<file path="src/rtl/unified_mem_arbiter_pkg.sv">
// unified_mem_arbiter_pkg: shared widths, arbiter states and RAM response type
package unified_mem_arbiter_pkg;
   localparam int ADDR_W = 64;
   localparam int DATA_W = 64;
   localparam int F_BEATS = 3;
   localparam int MAX_M_STREAK = 4;
   localparam int BEAT_BYTES = 8;
   localparam int F_LINE_W = F_BEATS * DATA_W;
   localparam int BEAT_W = $clog2(F_BEATS);
   localparam int STREAK_W = $clog2(MAX_M_STREAK + 1);
   typedef enum logic [1:0] {IDLE, M_ACC, F_ACC, F_DRAIN} arb_state_t;
   typedef struct packed {
      logic ack;
      logic err;
   } mem_rsp_t;
   function automatic logic [ADDR_W-1:0] beat_base(input logic [ADDR_W-1:0] addr);
      return addr & ~ADDR_W'(BEAT_BYTES - 1);
   endfunction
endpackage

</file>
<file path="src/rtl/unified_mem_arbiter_if.sv">
// unified_mem_arbiter_if: fetch, data and RAM handshake bundle; slave is the arbiter, master its environment
interface unified_mem_arbiter_if;
   import unified_mem_arbiter_pkg::*;
   logic f_req_i;
   logic [ADDR_W-1:0] f_addr_i;
   logic f_flush_i;
   logic f_rdy_o;
   logic [F_LINE_W-1:0] f_line_o;
   logic f_err_o;
   logic f_wait_o;
   logic m_req_i;
   logic m_we_i;
   logic [ADDR_W-1:0] m_addr_i;
   logic [DATA_W-1:0] m_wdata_i;
   logic m_rdy_o;
   logic [DATA_W-1:0] m_rdata_o;
   logic m_err_o;
   logic m_wait_o;
   logic mem_req_o;
   logic mem_we_o;
   logic [ADDR_W-1:0] mem_addr_o;
   logic [DATA_W-1:0] mem_wdata_o;
   logic mem_ack_i;
   logic [DATA_W-1:0] mem_rdata_i;
   logic mem_err_i;
   modport slave (
      input f_req_i, f_addr_i, f_flush_i, m_req_i, m_we_i, m_addr_i, m_wdata_i,
      input mem_ack_i, mem_rdata_i, mem_err_i,
      output f_rdy_o, f_line_o, f_err_o, f_wait_o, m_rdy_o, m_rdata_o, m_err_o, m_wait_o,
      output mem_req_o, mem_we_o, mem_addr_o, mem_wdata_o
   );
   modport master (
      output f_req_i, f_addr_i, f_flush_i, m_req_i, m_we_i, m_addr_i, m_wdata_i,
      output mem_ack_i, mem_rdata_i, mem_err_i,
      input f_rdy_o, f_line_o, f_err_o, f_wait_o, m_rdy_o, m_rdata_o, m_err_o, m_wait_o,
      input mem_req_o, mem_we_o, mem_addr_o, mem_wdata_o
   );
endinterface

</file>
<file path="src/rtl/unified_mem_arbiter_fetch_line_buf.sv">
// fetch_line_buf: counts fetch beats and assembles the line; beats never written stay zero
module fetch_line_buf
   import unified_mem_arbiter_pkg::*;
(
   input  logic                clk_i,
   input  logic                rst_i,
   input  logic                start_i,
   input  logic                ack_i,
   input  logic                err_i,
   input  logic [DATA_W-1:0]   rdata_i,
   output logic [F_LINE_W-1:0] line_o,
   output logic                last_o
);
   logic [BEAT_W-1:0] beat_q, beat_d;
   logic [F_LINE_W-1:0] line_q, line_d;
   always_comb begin
      beat_d = start_i ? '0 : (ack_i && !err_i) ? beat_q + 1'b1 : beat_q;
      line_d = start_i ? '0 : line_q;
      if (ack_i && !err_i) line_d[beat_q*DATA_W +: DATA_W] = rdata_i;
   end
   always_ff @(posedge clk_i) begin
      if (rst_i) begin
         beat_q <= '0;
         line_q <= '0;
      end else begin
         beat_q <= beat_d;
         line_q <= line_d;
      end
   end
   assign line_o = line_q;
   assign last_o = beat_q == BEAT_W'(F_BEATS - 1);
endmodule

</file>
<file path="src/rtl/unified_mem_arbiter.sv">
// unified_mem_arbiter: shares one variable-latency RAM between fetch line reads and data accesses
module unified_mem_arbiter
   import unified_mem_arbiter_pkg::*;
(
   input logic clk_i,
   input logic rst_i,
   unified_mem_arbiter_if.slave bus
);
   arb_state_t state_q, state_d;
   logic hold_q, hold_d;
   logic [STREAK_W-1:0] streak_q, streak_d;
   logic mem_req_q, mem_req_d, mem_we_q, mem_we_d;
   logic [ADDR_W-1:0] mem_addr_q, mem_addr_d;
   logic [DATA_W-1:0] mem_wdata_q, mem_wdata_d, m_rdata_q, m_rdata_d;
   logic m_rdy_q, m_rdy_d, m_err_q, m_err_d, f_rdy_q, f_rdy_d, f_err_q, f_err_d;
   logic m_win, f_win, f_ack, f_last, f_done, m_done, acc_done;
   mem_rsp_t rsp;
   assign rsp = '{ack: bus.mem_ack_i, err: bus.mem_err_i};
   // hold_q blanks arbitration for the cycle a completion is visible, so a still-held request is not re-granted
   always_comb begin
      m_win = state_q == IDLE && !hold_q && bus.m_req_i && !(bus.f_req_i && streak_q == STREAK_W'(MAX_M_STREAK));
      f_win = state_q == IDLE && !hold_q && !m_win && bus.f_req_i && !bus.f_flush_i;
      m_done = state_q == M_ACC && rsp.ack;
      f_ack = state_q == F_ACC && rsp.ack && !bus.f_flush_i;
      f_done = f_ack && (rsp.err || f_last);
      acc_done = m_done || f_done || (rsp.ack && (state_q == F_DRAIN || (state_q == F_ACC && bus.f_flush_i)));
      state_d = m_win ? M_ACC : f_win ? F_ACC : acc_done ? IDLE : (state_q == F_ACC && bus.f_flush_i) ? F_DRAIN : state_q;
      hold_d = acc_done;
      streak_d = (!bus.f_req_i || f_win) ? '0 : m_win ? streak_q + 1'b1 : streak_q;
      mem_req_d = m_win || f_win || (mem_req_q && !acc_done);
      mem_we_d = m_win ? bus.m_we_i : f_win ? 1'b0 : mem_we_q;
      mem_addr_d = m_win ? bus.m_addr_i : f_win ? beat_base(bus.f_addr_i) : f_ack ? mem_addr_q + ADDR_W'(BEAT_BYTES) : mem_addr_q;
      mem_wdata_d = m_win ? bus.m_wdata_i : mem_wdata_q;
      m_rdy_d = m_done;
      m_err_d = m_done && rsp.err;
      m_rdata_d = (m_done && !mem_we_q) ? bus.mem_rdata_i : m_rdata_q;
      f_rdy_d = f_done;
      f_err_d = f_done && rsp.err;
   end
   always_ff @(posedge clk_i) begin
      if (rst_i) begin
         state_q <= IDLE;
         hold_q <= 1'b0;
         streak_q <= '0;
         mem_req_q <= 1'b0;
         mem_we_q <= 1'b0;
         mem_addr_q <= '0;
         mem_wdata_q <= '0;
         m_rdy_q <= 1'b0;
         m_err_q <= 1'b0;
         m_rdata_q <= '0;
         f_rdy_q <= 1'b0;
         f_err_q <= 1'b0;
      end else begin
         state_q <= state_d;
         hold_q <= hold_d;
         streak_q <= streak_d;
         mem_req_q <= mem_req_d;
         mem_we_q <= mem_we_d;
         mem_addr_q <= mem_addr_d;
         mem_wdata_q <= mem_wdata_d;
         m_rdy_q <= m_rdy_d;
         m_err_q <= m_err_d;
         m_rdata_q <= m_rdata_d;
         f_rdy_q <= f_rdy_d;
         f_err_q <= f_err_d;
      end
   end
   always_ff @(posedge clk_i) begin
      if (!rst_i) begin
         assert (state_q != M_ACC || bus.m_req_i);
         assert (state_q != F_ACC || bus.f_req_i || bus.f_flush_i);
      end
   end
   fetch_line_buf u_buf (
      .clk_i   (clk_i),
      .rst_i   (rst_i),
      .start_i (f_win),
      .ack_i   (f_ack),
      .err_i   (rsp.err),
      .rdata_i (bus.mem_rdata_i),
      .line_o  (bus.f_line_o),
      .last_o  (f_last)
   );
   assign bus.mem_req_o = mem_req_q;
   assign bus.mem_we_o = mem_we_q;
   assign bus.mem_addr_o = mem_addr_q;
   assign bus.mem_wdata_o = mem_wdata_q;
   assign bus.m_rdy_o = m_rdy_q;
   assign bus.m_err_o = m_err_q;
   assign bus.m_rdata_o = m_rdata_q;
   assign bus.f_rdy_o = f_rdy_q;
   assign bus.f_err_o = f_err_q;
   assign bus.f_wait_o = bus.f_req_i & ~f_rdy_q;
   assign bus.m_wait_o = bus.m_req_i & ~m_rdy_q;
endmodule

</file>
<file path="src/flat_wrapper.sv">
// flat-port wrapper written by rule: the top's interface ports become plain ports
module unified_mem_arbiter_flat import unified_mem_arbiter_pkg::*;
  (clk_i, rst_i, bus_f_req_i, bus_f_addr_i, bus_f_flush_i, bus_m_req_i, bus_m_we_i, bus_m_addr_i, bus_m_wdata_i, bus_mem_ack_i, bus_mem_rdata_i, bus_mem_err_i, bus_f_rdy_o, bus_f_line_o, bus_f_err_o, bus_f_wait_o, bus_m_rdy_o, bus_m_rdata_o, bus_m_err_o, bus_m_wait_o, bus_mem_req_o, bus_mem_we_o, bus_mem_addr_o, bus_mem_wdata_o);
  unified_mem_arbiter_if bus_i ();
  input logic clk_i;
  input logic rst_i;
  input wire logic [$bits(bus_i.f_req_i)-1:0] bus_f_req_i;
  input wire logic [$bits(bus_i.f_addr_i)-1:0] bus_f_addr_i;
  input wire logic [$bits(bus_i.f_flush_i)-1:0] bus_f_flush_i;
  input wire logic [$bits(bus_i.m_req_i)-1:0] bus_m_req_i;
  input wire logic [$bits(bus_i.m_we_i)-1:0] bus_m_we_i;
  input wire logic [$bits(bus_i.m_addr_i)-1:0] bus_m_addr_i;
  input wire logic [$bits(bus_i.m_wdata_i)-1:0] bus_m_wdata_i;
  input wire logic [$bits(bus_i.mem_ack_i)-1:0] bus_mem_ack_i;
  input wire logic [$bits(bus_i.mem_rdata_i)-1:0] bus_mem_rdata_i;
  input wire logic [$bits(bus_i.mem_err_i)-1:0] bus_mem_err_i;
  output wire logic [$bits(bus_i.f_rdy_o)-1:0] bus_f_rdy_o;
  output wire logic [$bits(bus_i.f_line_o)-1:0] bus_f_line_o;
  output wire logic [$bits(bus_i.f_err_o)-1:0] bus_f_err_o;
  output wire logic [$bits(bus_i.f_wait_o)-1:0] bus_f_wait_o;
  output wire logic [$bits(bus_i.m_rdy_o)-1:0] bus_m_rdy_o;
  output wire logic [$bits(bus_i.m_rdata_o)-1:0] bus_m_rdata_o;
  output wire logic [$bits(bus_i.m_err_o)-1:0] bus_m_err_o;
  output wire logic [$bits(bus_i.m_wait_o)-1:0] bus_m_wait_o;
  output wire logic [$bits(bus_i.mem_req_o)-1:0] bus_mem_req_o;
  output wire logic [$bits(bus_i.mem_we_o)-1:0] bus_mem_we_o;
  output wire logic [$bits(bus_i.mem_addr_o)-1:0] bus_mem_addr_o;
  output wire logic [$bits(bus_i.mem_wdata_o)-1:0] bus_mem_wdata_o;
  assign bus_i.f_req_i = bus_f_req_i;
  assign bus_i.f_addr_i = bus_f_addr_i;
  assign bus_i.f_flush_i = bus_f_flush_i;
  assign bus_i.m_req_i = bus_m_req_i;
  assign bus_i.m_we_i = bus_m_we_i;
  assign bus_i.m_addr_i = bus_m_addr_i;
  assign bus_i.m_wdata_i = bus_m_wdata_i;
  assign bus_i.mem_ack_i = bus_mem_ack_i;
  assign bus_i.mem_rdata_i = bus_mem_rdata_i;
  assign bus_i.mem_err_i = bus_mem_err_i;
  assign bus_f_rdy_o = bus_i.f_rdy_o;
  assign bus_f_line_o = bus_i.f_line_o;
  assign bus_f_err_o = bus_i.f_err_o;
  assign bus_f_wait_o = bus_i.f_wait_o;
  assign bus_m_rdy_o = bus_i.m_rdy_o;
  assign bus_m_rdata_o = bus_i.m_rdata_o;
  assign bus_m_err_o = bus_i.m_err_o;
  assign bus_m_wait_o = bus_i.m_wait_o;
  assign bus_mem_req_o = bus_i.mem_req_o;
  assign bus_mem_we_o = bus_i.mem_we_o;
  assign bus_mem_addr_o = bus_i.mem_addr_o;
  assign bus_mem_wdata_o = bus_i.mem_wdata_o;
  unified_mem_arbiter u_core (.clk_i(clk_i), .rst_i(rst_i), .bus(bus_i));
endmodule
</file>
<file path="config.mk">
export PLATFORM = sky130hd
export DESIGN_NAME = unified_mem_arbiter_flat
export DESIGN_NICKNAME = d
export VERILOG_FILES = /design/src/rtl/unified_mem_arbiter_pkg.sv /design/src/rtl/unified_mem_arbiter_if.sv /design/src/rtl/unified_mem_arbiter_fetch_line_buf.sv /design/src/rtl/unified_mem_arbiter.sv /design/src/flat_wrapper.sv
export SDC_FILE = /design/constraint.sdc
export NUM_CORES = 1
export LEC_CHECK = 0
export BUFFER_PORTS_ARGS = -buffer_cell sky130_fd_sc_hd__buf_2
export CAP_MARGIN = 30
export CORE_AREA = 2 2 258 260
export DETAILED_ROUTE_END_ITERATION = 12
export DIE_AREA = 0 0 260 262
export PLACE_DENSITY = 0.55
export SLEW_MARGIN = 5
export SYNTH_ARGS = -nofsm -noshare
export SYNTH_HDL_FRONTEND = slang
export SYNTH_SLANG_ARGS = --single-unit
</file>
<file path="constraint.sdc">
create_clock -name clk_i -period 4.8 [get_ports clk_i]
set_input_delay 1.2 -clock clk_i [delete_from_list [all_inputs] [get_ports clk_i]]
set_output_delay 1.2 -clock clk_i [all_outputs]
set_load 0.02 [all_outputs]
</file>
# [After elaboration in Yosys (flattened, before gate mapping)]
# Index checks and enable logic that the tools add are counted.
[op_classes] reduce_logical=41 shift=2 bitwise_logic=4 add_sub_neg=4 n_eq_ne=5 n_mux=12
[ops] op="192-bit two-way mux" count=2
[ops] op="192-bit bitwise mux" count=1
[ops] op="64-bit two-way mux" count=3
[ops] op="64-bit by 34-bit variable shift with 192-bit output (first input constant)" count=1
[ops] op="64-bit by 34-bit indexed part select with 192-bit output" count=1
[ops] op="64-bit by 4-bit adder with 64-bit output (second input constant)" count=1
[ops] op="8-bit negation with 34-bit output" count=1
[ops] op="1-bit logical AND" count=18
[ops] op="1-bit logical NOT" count=8
[ops] op="1-bit logical OR" count=7
[ops] op="2-bit equality test (second input constant)" count=3
[ops] op="2-bit two-way mux" count=3
[ops] op="3-bit nonzero test" count=2
[ops] op="2-bit OR reduction" count=3
[ops] op="4-bit nonzero test" count=1
[ops] op="3-bit by 1-bit adder with 3-bit output (second input constant)" count=1
[ops] op="3-bit equality test (second input constant)" count=1
[ops] op="1-bit two-way mux" count=3
[ops] op="2-bit by 1-bit adder with 2-bit output (second input constant)" count=1
[ops] op="1-bit AND" count=2
[ops] op="2-bit by 1-bit equality test with 1-bit output (second input constant)" count=1
[ops] op="2-bit logical NOT" count=1
[ops] op="1-bit inverter" count=2
[ops] op="2-bit nonzero test" count=1
[word_totals] input_bits=264 word_cells=83 out_inout_bits=392 register_bits=398

# [Depth between registers and ports, before layout]
# Gate-level depths: netlist of the first run.
[depth] ltp_word=11 mapped_depth=9 mapped_depth_nobuf=7

# [Cells and area by module]
# From an unflattened synthesis of the first run, not the netlist that was laid out.
[hier_totals] cells_unflattened=1889 hier_area_um2=16203.0
[by_module_without_submodules] module="unified_mem_arbiter" seq_area_each_um2=4083.9 cells_each=1290 instances=1 area_per_inst_um2=9594.2
[by_module_without_submodules] module="fetch_line_buf" seq_area_each_um2=3883.7 cells_each=599 instances=1 area_per_inst_um2=6608.8

# [Worst setup path before layout of the first run]
# OpenSTA, ideal clock, no wires.
[synth_timing] kind="in2reg" from="input bus_m_req_i" to="register u_core.mem_addr_q[62], in the netlist u_core.bus.mem_addr_o[62]" path_slack_ns=1.751 n_path_buf=1 setup_ns=0.130 stages=7 arrival_ns=2.920 required_time_ns=4.670 cell_sequence="or4b_1 > a31oi_2 > nor2_1 > clkbuf_1 > a211o_1 > a31oi_1 > a211oi_1"
[synth_between] elab_chain_len=8 word_cells_on_any_way=9 cone_classes="mux (2); reduce/logical (7)"
[synth_rtl] element="from (decl)" line_no="flat_wrapper.sv:10" text="input wire logic [$bits(bus_i.m_req_i)-1:0] bus_m_req_i;"
[synth_rtl] element="1-bit logical AND (*) (2 in a row)" line_no="unified_mem_arbiter.sv:21" text="m_win = state_q == IDLE && !hold_q && bus.m_req_i && !(bus.f_req_i && streak_q == STREAK_W'(MAX_M_STREAK));"
[synth_rtl] element="1-bit logical NOT" line_no="unified_mem_arbiter.sv:22" text="f_win = state_q == IDLE && !hold_q && !m_win && bus.f_req_i && !bus.f_flush_i;"
[synth_rtl] element="1-bit logical AND (3 in a row)" line_no="unified_mem_arbiter.sv:22"
[synth_rtl] element="64-bit two-way mux (2 in a row)" line_no="unified_mem_arbiter.sv:32" text="mem_addr_d = m_win ? bus.m_addr_i : f_win ? beat_base(bus.f_addr_i) : f_ack ? mem_addr_q + ADDR_W'(BEAT_BYTES) ..."
[synth_rtl] element="to (signal assigned)" line_no="unified_mem_arbiter.sv:60" text="mem_addr_q <= mem_addr_d;"
[synth_rtl] element="to (decl)" line_no="unified_mem_arbiter.sv:13" text="logic [ADDR_W-1:0] mem_addr_q, mem_addr_d;"
# Mark *: on every way between the ends. The rest lies on a longest branch, timed or not.
# A chain may end at the register's enable or synchronous reset.

# [Worst setup path in the final report of the first run]
[layout_timing] from="register u_core.mem_addr_q[3], in the netlist u_core.bus.mem_addr_o[3]" to="register u_core.mem_addr_q[55], in the netlist u_core.bus.mem_addr_o[55]"
[layout_between] elab_chain_len=4
[layout_rtl] element="64-bit by 4-bit adder with 64-bit output" line_no="unified_mem_arbiter.sv:32"
[layout_rtl] element="64-bit two-way mux (3 in a row)" line_no="unified_mem_arbiter.sv:32"
# No other way between the ends. The select of a mux whose other input is x is not followed.

==> results of run 1 <==
area by class of cell:
type	count	area [µm²]	area share (%)
sequential	398	7970	36.8
multi-input combinational	1331	7230	33.4
timing repair buffer	684	3610	16.7
clock buffer	71	1390	6.40
tap	864	1080	4.99
clock inverter	17	329	1.52
inverter	14	52.6	0.243
antenna	3	7.51	0.0346
synth_stat cells, types with 5 or more instances:
library cell	number
dfxtp_1	398
nand2_1	317
nor2_1	276
a22oi_1	202
a21oi_1	174
clkbuf_1	107
nor3_1	43
o21ai_0	42
nand3_1	34
nand4_1	26
nor4_1	23
o221ai_1	21
buf_2	19
a211oi_1	17
buf_1	16
o22ai_1	16
inv_1	13
xor2_1	11
and3_1	10
xnor2_1	10
a31oi_1	8
ha_1	8
a211o_1	6
a311oi_1	6
mux2i_1	6
and4_1	5
o21a_1	5
o221a_2	5
placed cells by master (no fill, tap or decap), types with 10 or more instances in the layout:
| cell | n |
|---|---|
| dfxtp_1 | 398 |
| o21ai_0 | 42 |
| inv_1 | 13 |
| o22ai_1 | 16 |
| nor2_1 | 274 |
| a21oi_1 | 174 |
| buf_4 | 24 |
| o221ai_1 | 21 |
| a211oi_1 | 17 |
| nor3_1 | 42 |
| clkbuf_16 | 48 |
| nand2_1 | 316 |
| a22oi_1 | 202 |
| and3_1 | 10 |
| xor2_1 | 11 |
| nand3_1 | 33 |
| nand4_1 | 26 |
| clkbuf_8 | 10 |
| xnor2_1 | 10 |
| clkbuf_1 | 13 |
| buf_2 | 651 |
| nor4_1 | 23 |
routing by layer:
metal / track usage [%] / vias up / wire (µm)
met5: 0 / - / 37
met2: 31.4 / 765 / 32600
li1: - / 7901 / -
met3: 5.09 / 118 / 6020
met4: 5.80 / 6 / 1830
met1: 23.1 / 7800 / 27900
where the power goes:
part | switching (W) | internal, W | total [W] | leakage, nW
registers | 0.000143 | 0.00344 | 0.00358 | 3.23
logic | 0.000800 | 0.000385 | 0.00119 | 5.24
clock network | 0.00157 | 0.00239 | 0.00396 | 0.836
worst paths after layout:
path                          endpoint  slack [ps]                     start  cells past startpoint
min reg2reg   u_core.bus.m_rdata_o[34]         450  u_core.bus.m_rdata_o[34]                      2
max          u_core.bus.mem_addr_o[55]        1440  u_core.bus.mem_addr_o[3]                      6
min           u_core.bus.m_rdata_o[34]         450  u_core.bus.m_rdata_o[34]                      2
max reg2reg  u_core.bus.mem_addr_o[55]        1440  u_core.bus.mem_addr_o[3]                      6
flip-flops by register name, indices dropped and copies added, names as in the netlist, 2 cells and up:
signal,cells
u_core.bus.m_rdata_o,64
u_core.bus.mem_addr_o,64
u_core.bus.mem_wdata_o,64
u_core.state_q,2
u_core.streak_q,3
u_core.u_buf.beat_q,2
u_core.u_buf.line_o,192
worst max-delay path, cell delays in order, from the launching register on:
cell and delay, ps:
dfxtp_1 520, ha_1 300, nand4_1 390, nor4_1 850, nand4_1 480, or2_2 430, o221a_2 280
cells by family (layout without fill, tap and decap cells):
family | after synthesis | count (layout) | share of synthesized area [%]
adders and majority gates | 8 | 8 | 0.634
DFF | 398 | 398 | 50.5
other | 0 | 3 | 0
muxes | 6 | 6 | 0.381
buffers and inverters | 161 | 786 | 4.19
xor gates and xnor gates | 21 | 21 | 1.17
AOI/OAI and AO/OA | 535 | 535 | 22.5
and+or+nand+nor | 761 | 761 | 20.6
per-stage QoR:
step / power [W] / cells / worst slack, ps / hold slack (ps)
4_1_cts: 0.00885 / 3379 / 1520 / 451
6_report: 0.00873 / 3382 / 1440 / 450
5_1_grt: 0.00907 / 3381 / 1340 / 465
2_1_floorplan: 0.00430 / 1890 / 1750 / 453
3_3_place_gp: 0.00484 / 3291 / 1090 / 440
3_5_place_dp: 0.00484 / 3291 / 1080 / 443
==> results.cfg, run 1 <==
[die]
dieArea_um2 = 68100
core_area_um2 = 65300
rows = 94
die_h_um = 262
io_pins = 656
fp.dieW_um = 260
initial_core_util_pct = 24.2

[grt]
grt_max_degree = 131
track_usage_pct = 18.7
grt_pass1_vias = 15432
antenna_found_initial = 7
grt_first_pass_wirelength_um = 98400
grt_overflow_total = 0

[drt]
drcViolationCount = 0
wl_um = 68400
drt_iter0_drc = 1474
viasPerCell = 4.91
route.antenna.remaining_nets = 0
drt_pass1_iterations = 6
routedWlPerCell_um = 20.2
vias = 16590

[synth]
yosysSeqAreaShare_pct = 50.5
synth_warnings = 0
synth_top_area_share_pct = 50.5
synthFlopType = dfxtp_1
synthTopCellsByArea = dfxtp_1 50%, a22oi_1 9.6%, nand2_1 7.5%
synth.avg_cell_area_um2 = 8.35
synth_nets = 2162
synthArstFlopShare_pct = 0
synth_edf_count = 0
yosys.area.top_type = dfxtp_1
synth_area_um2 = 15800
synth_cell_type_count = 65
ys_ff_latch = 398
syn_inst = 1890

[power]
p_leak_nw = 9.31
ir_drop_v = 0.000280
power_density_nw_per_um2 = 403

[sta]
hold_viol_final = 0
max_freq_ghz = 0.297
grt_setup_unrepaired = no
max_slew_margin_pct = 34.9
min_period_over_period_pct = 70.1
slew_violations = 0
clock_skew_ps = 32.7
finalCriticalPeriod_ps = 3360
worst_pin_slew_ps = 977
tns_ps = 0
report.final.setup_viol = 0

[worst_setup_path]
crit_type = flip-flop to flip-flop
worstPathMaxFanout = 9
start_kind = flip-flop
critPathArrivalTime_ps = 3850
cp.required_ps = 5280
end_kind = flip-flop

[clocking]
cts_setup_buffers = 0
ctsLongestPathBuffers = 3
holdBufCountCts = 0
cts_made_buffers = 48
clock_sinks = 398
clk_pin_slew_worst_paths_ps = 60
htreeDepth = 2
cts_root_buffer = clkbuf_16
clk_latency_ps = 610
cts_resized = 0
cts_tree = done

[finish]
final_core_util_pct = 33.2
nets = 2749
fillers = 6999
final_area_um2 = 21700
layout-drive-gt1-share_pct = 31.5
syn2layout_area_growth_pct = 37.3

[placed_design]
portBuffers = 652
dpl-instance-area_um2 = 19900
dpl.hpwl_um = 47100
place_congestion = 0.888

[flow_run]
drv_cap = 0

[min_path]
hold_path.class = flip-flop to flip-flop

[status]
run_status = complete, no violations
No activity file was read; power rests on OpenSTA's default activity.
==> run 2: changes to the inputs <==
--- a/config.mk
+++ b/config.mk
@@ -5,12 +5,13 @@
 export SDC_FILE = /design/constraint.sdc
 export NUM_CORES = 1
 export LEC_CHECK = 0
+export ABC_AREA = 1
 export BUFFER_PORTS_ARGS = -buffer_cell sky130_fd_sc_hd__buf_2
 export CAP_MARGIN = 30
-export CORE_AREA = 2 2 258 260
+export CORE_AREA = 2 2 253 255
 export DETAILED_ROUTE_END_ITERATION = 12
-export DIE_AREA = 0 0 260 262
-export PLACE_DENSITY = 0.55
+export DIE_AREA = 0 0 255 257
+export PLACE_DENSITY = 0.64
 export SLEW_MARGIN = 5
 export SYNTH_ARGS = -nofsm -noshare
 export SYNTH_HDL_FRONTEND = slang
==> constraint.sdc (replaced) <==
create_clock -name clk_i -period 2.95 [get_ports clk_i]
set_input_delay 0.7375 -clock clk_i [delete_from_list [all_inputs] [get_ports clk_i]]
set_output_delay 0.7375 -clock clk_i [all_outputs]
set_load 0.02 [all_outputs]
==> run 2 against run 1 <==
  * Register-to-register slack worse by 790 ps
  * Sequential power is 73% higher
  * Non-clock buffer count is 33 higher
  * Via count is 26% higher
  * Total power is 73% higher
  * Global-route usage is 4.1 points higher
  * Routed wire length is 14% higher
  * Setup slack worse by 790 ps
  * Area after synthesis is 22% higher
  * Sequential share of layout area is 4.9 points lower
==> results.cfg, run 2 <==
[sta]
tns_ps = 0
finalCriticalPeriod_ps = 2310
slew_violations = 0
worst_pin_slew_ps = 696
report.final.setup_viol = 0
min_period_over_period_pct = 78.2
max_freq_ghz = 0.434
hold_viol_final = 0
grt_setup_unrepaired = no
clock_skew_ps = 19.9
max_slew_margin_pct = 53.6

[finish]
multiInputGateArea_um2 = 9180
layout-drive-gt1-share_pct = 23.0
finalNonFillerCells = 4404
largest_register_ffs = 192
final_cell_mix = 686 x nand2_1, 651 x buf_2, 518 x nor2_1, 398 x dfxtp_1, 356 x o21ai_0
final_core_util_pct = 39.8
seq_area_um2 = 7970
nets = 3791
syn2layout_area_growth_pct = 30.3
final_area_um2 = 25000
final_common_cell = nand2_1
fillers = 6727

[synth]
synthSimpleGateAreaFrac_pct = 26.6
synthFlopType = dfxtp_1
yosysSeqAreaShare_pct = 41.5
yosys.area.top_type = dfxtp_1
synth_top_family_by_area = simple AND/OR/NAND/NOR gates
synth_xor_area_share_pct = 1.05
syn_inst = 2952
synthArstFlopShare_pct = 0
synthTopCellsByArea = dfxtp_1 42%, nand2_1 13%, nor2_1 10%
ys_ff_latch = 398
synth.area.mux_share_pct = 0
synth_nets = 3224
synth_cell_type_count = 36
synth_area_um2 = 19200
synth_common_cells = 687 x nand2_1, 524 x nor2_1, 398 x dfxtp_1
synth_warnings = 0
synth_edf_count = 0
synth_most_common_cell = nand2_1
synth.avg_cell_area_um2 = 6.50
synth_compound_area_share_pct = 19.4
synth_top_area_share_pct = 41.5
synth_fa_ha_area_share_pct = 0.522

[die]
io_pins = 656
dieArea_um2 = 65500
die_h_um = 257
core_area_um2 = 62700
fp.dieW_um = 255
rows = 92
initial_core_util_pct = 30.6

[clocking]
clock_sinks = 398
cts_resized = 0
cts_tree = done
cts_made_buffers = 46
htreeDepth = 2
clk_latency_ps = 580
ctsLongestPathBuffers = 3
clk_pin_slew_worst_paths_ps = 60
cts_setup_buffers = 0
holdBufCountCts = 0
cts_root_buffer = clkbuf_16

[drt]
drt_iter0_drc = 1772
wl_um = 78000
route.antenna.remaining_nets = 0
drcViolationCount = 0
routedWlPerCell_um = 17.7
drt_pass1_iterations = 6
vias = 20977
viasPerCell = 4.76

[power]
power_density_nw_per_um2 = 603
p_leak_nw = 12.3
ir_drop_v = 0.000414

[status]
run_status = complete, no violations

[worst_setup_path]
start_kind = flip-flop
reg2reg_from = u_core.bus.mem_addr_o[3]
worstPathMaxFanout = 6
crit_start = u_core.bus.mem_addr_o[3]
crit_type = flip-flop to flip-flop
critPathArrivalTime_ps = 2770
cp.required_ps = 3410
end_kind = flip-flop

[grt]
grt_overflow_total = 0
grt_pass1_vias = 19433
grt_first_pass_wirelength_um = 117000
track_usage_pct = 22.8
grt_max_degree = 134
antenna_found_initial = 5

[min_path]
hold_path.class = input port to flip-flop
worstHoldStart = bus_m_wdata_i[62]

[placed_design]
dpl-instance-area_um2 = 23500
dp_cells = 4317
dpl.hpwl_um = 56800
place_congestion = 0.945
portBuffers = 652

[flow_run]
drv_cap = 0
[run 2: changes by cell type after synthesis, sizes merged, moves of 21 or more]
cell    before  now
o221ai      21    0
a22oi      202    0
a21oi      177  253
nor2       276  532
buf         40   98
nor3        43    9
inv         13  318
nand2      317  689
nor4        24    0
a211oi      18   65
o21ai       42  359
[run 2: kinds of logic after synthesis]
family	Yosys count
fa+ha+maj	8
buf+inv	517
xor+xnor	23
compound gates	703
flops	398
simple gates	1303
[run 2: layout make-up]
| class | count | area share (%) |
|---|---|---|
| multi-input cells | 2037 | 36.7 |
| diodes | 2 | 0.0200 |
| clock buffers | 64 | 5.24 |
| repair buffers | 717 | 16.2 |
| flip-flops and latches | 398 | 31.9 |
| well taps | 846 | 4.23 |
| inverters | 319 | 4.83 |
| clock inverters | 21 | 0.871 |
[run 2: power breakdown]
part	total [W]	internal (W)	switching, W
registers	0.00621	0.00578	0.000433
logic	0.00304	0.000966	0.00208
clock network	0.00582	0.00332	0.00250
[run 2: worst paths after layout]
kind	to	cells past startpoint	slack, ps
worst max-delay path	u_core.bus.mem_addr_o[30]	9	640
worst min-delay path	u_core.bus.mem_wdata_o[62]	3	380
worst max register to register	u_core.bus.mem_addr_o[30]	9	640
worst min register to register	u_core.bus.mem_addr_o[1]	2	460
[run 2: through the flow]
step | hold WS [ps] | setup slack [ps] | power (W)
final | 381 | 644 | 0.0151
after detailed placement | 452 | 455 | 0.00933
after CTS | 347 | 689 | 0.0152
after global routing | 358 | 538 | 0.0158
after floorplan | 457 | 1020 | 0.00803
after global placement | 446 | 457 | 0.00933
[run 2: layer usage]
layer	vias up	GRT usage, %	share of wire [%]
met5	-	0	0
met4	0	10.9	4.8
met3	162	4.95	8.0
met2	861	37.3	46
met1	9482	28.2	41
li1	10472	-	-
[run 2: critical path, stage by stage (launching register included)]
cell and delay (ps):
dfxtp_1 470, inv_1 70, nor2_1 260, nand2_1 250, nor2_1 380, nand2_1 210, a21oi_1 160, o21ai_0 170
a21oi_1 180, nor2_1 50
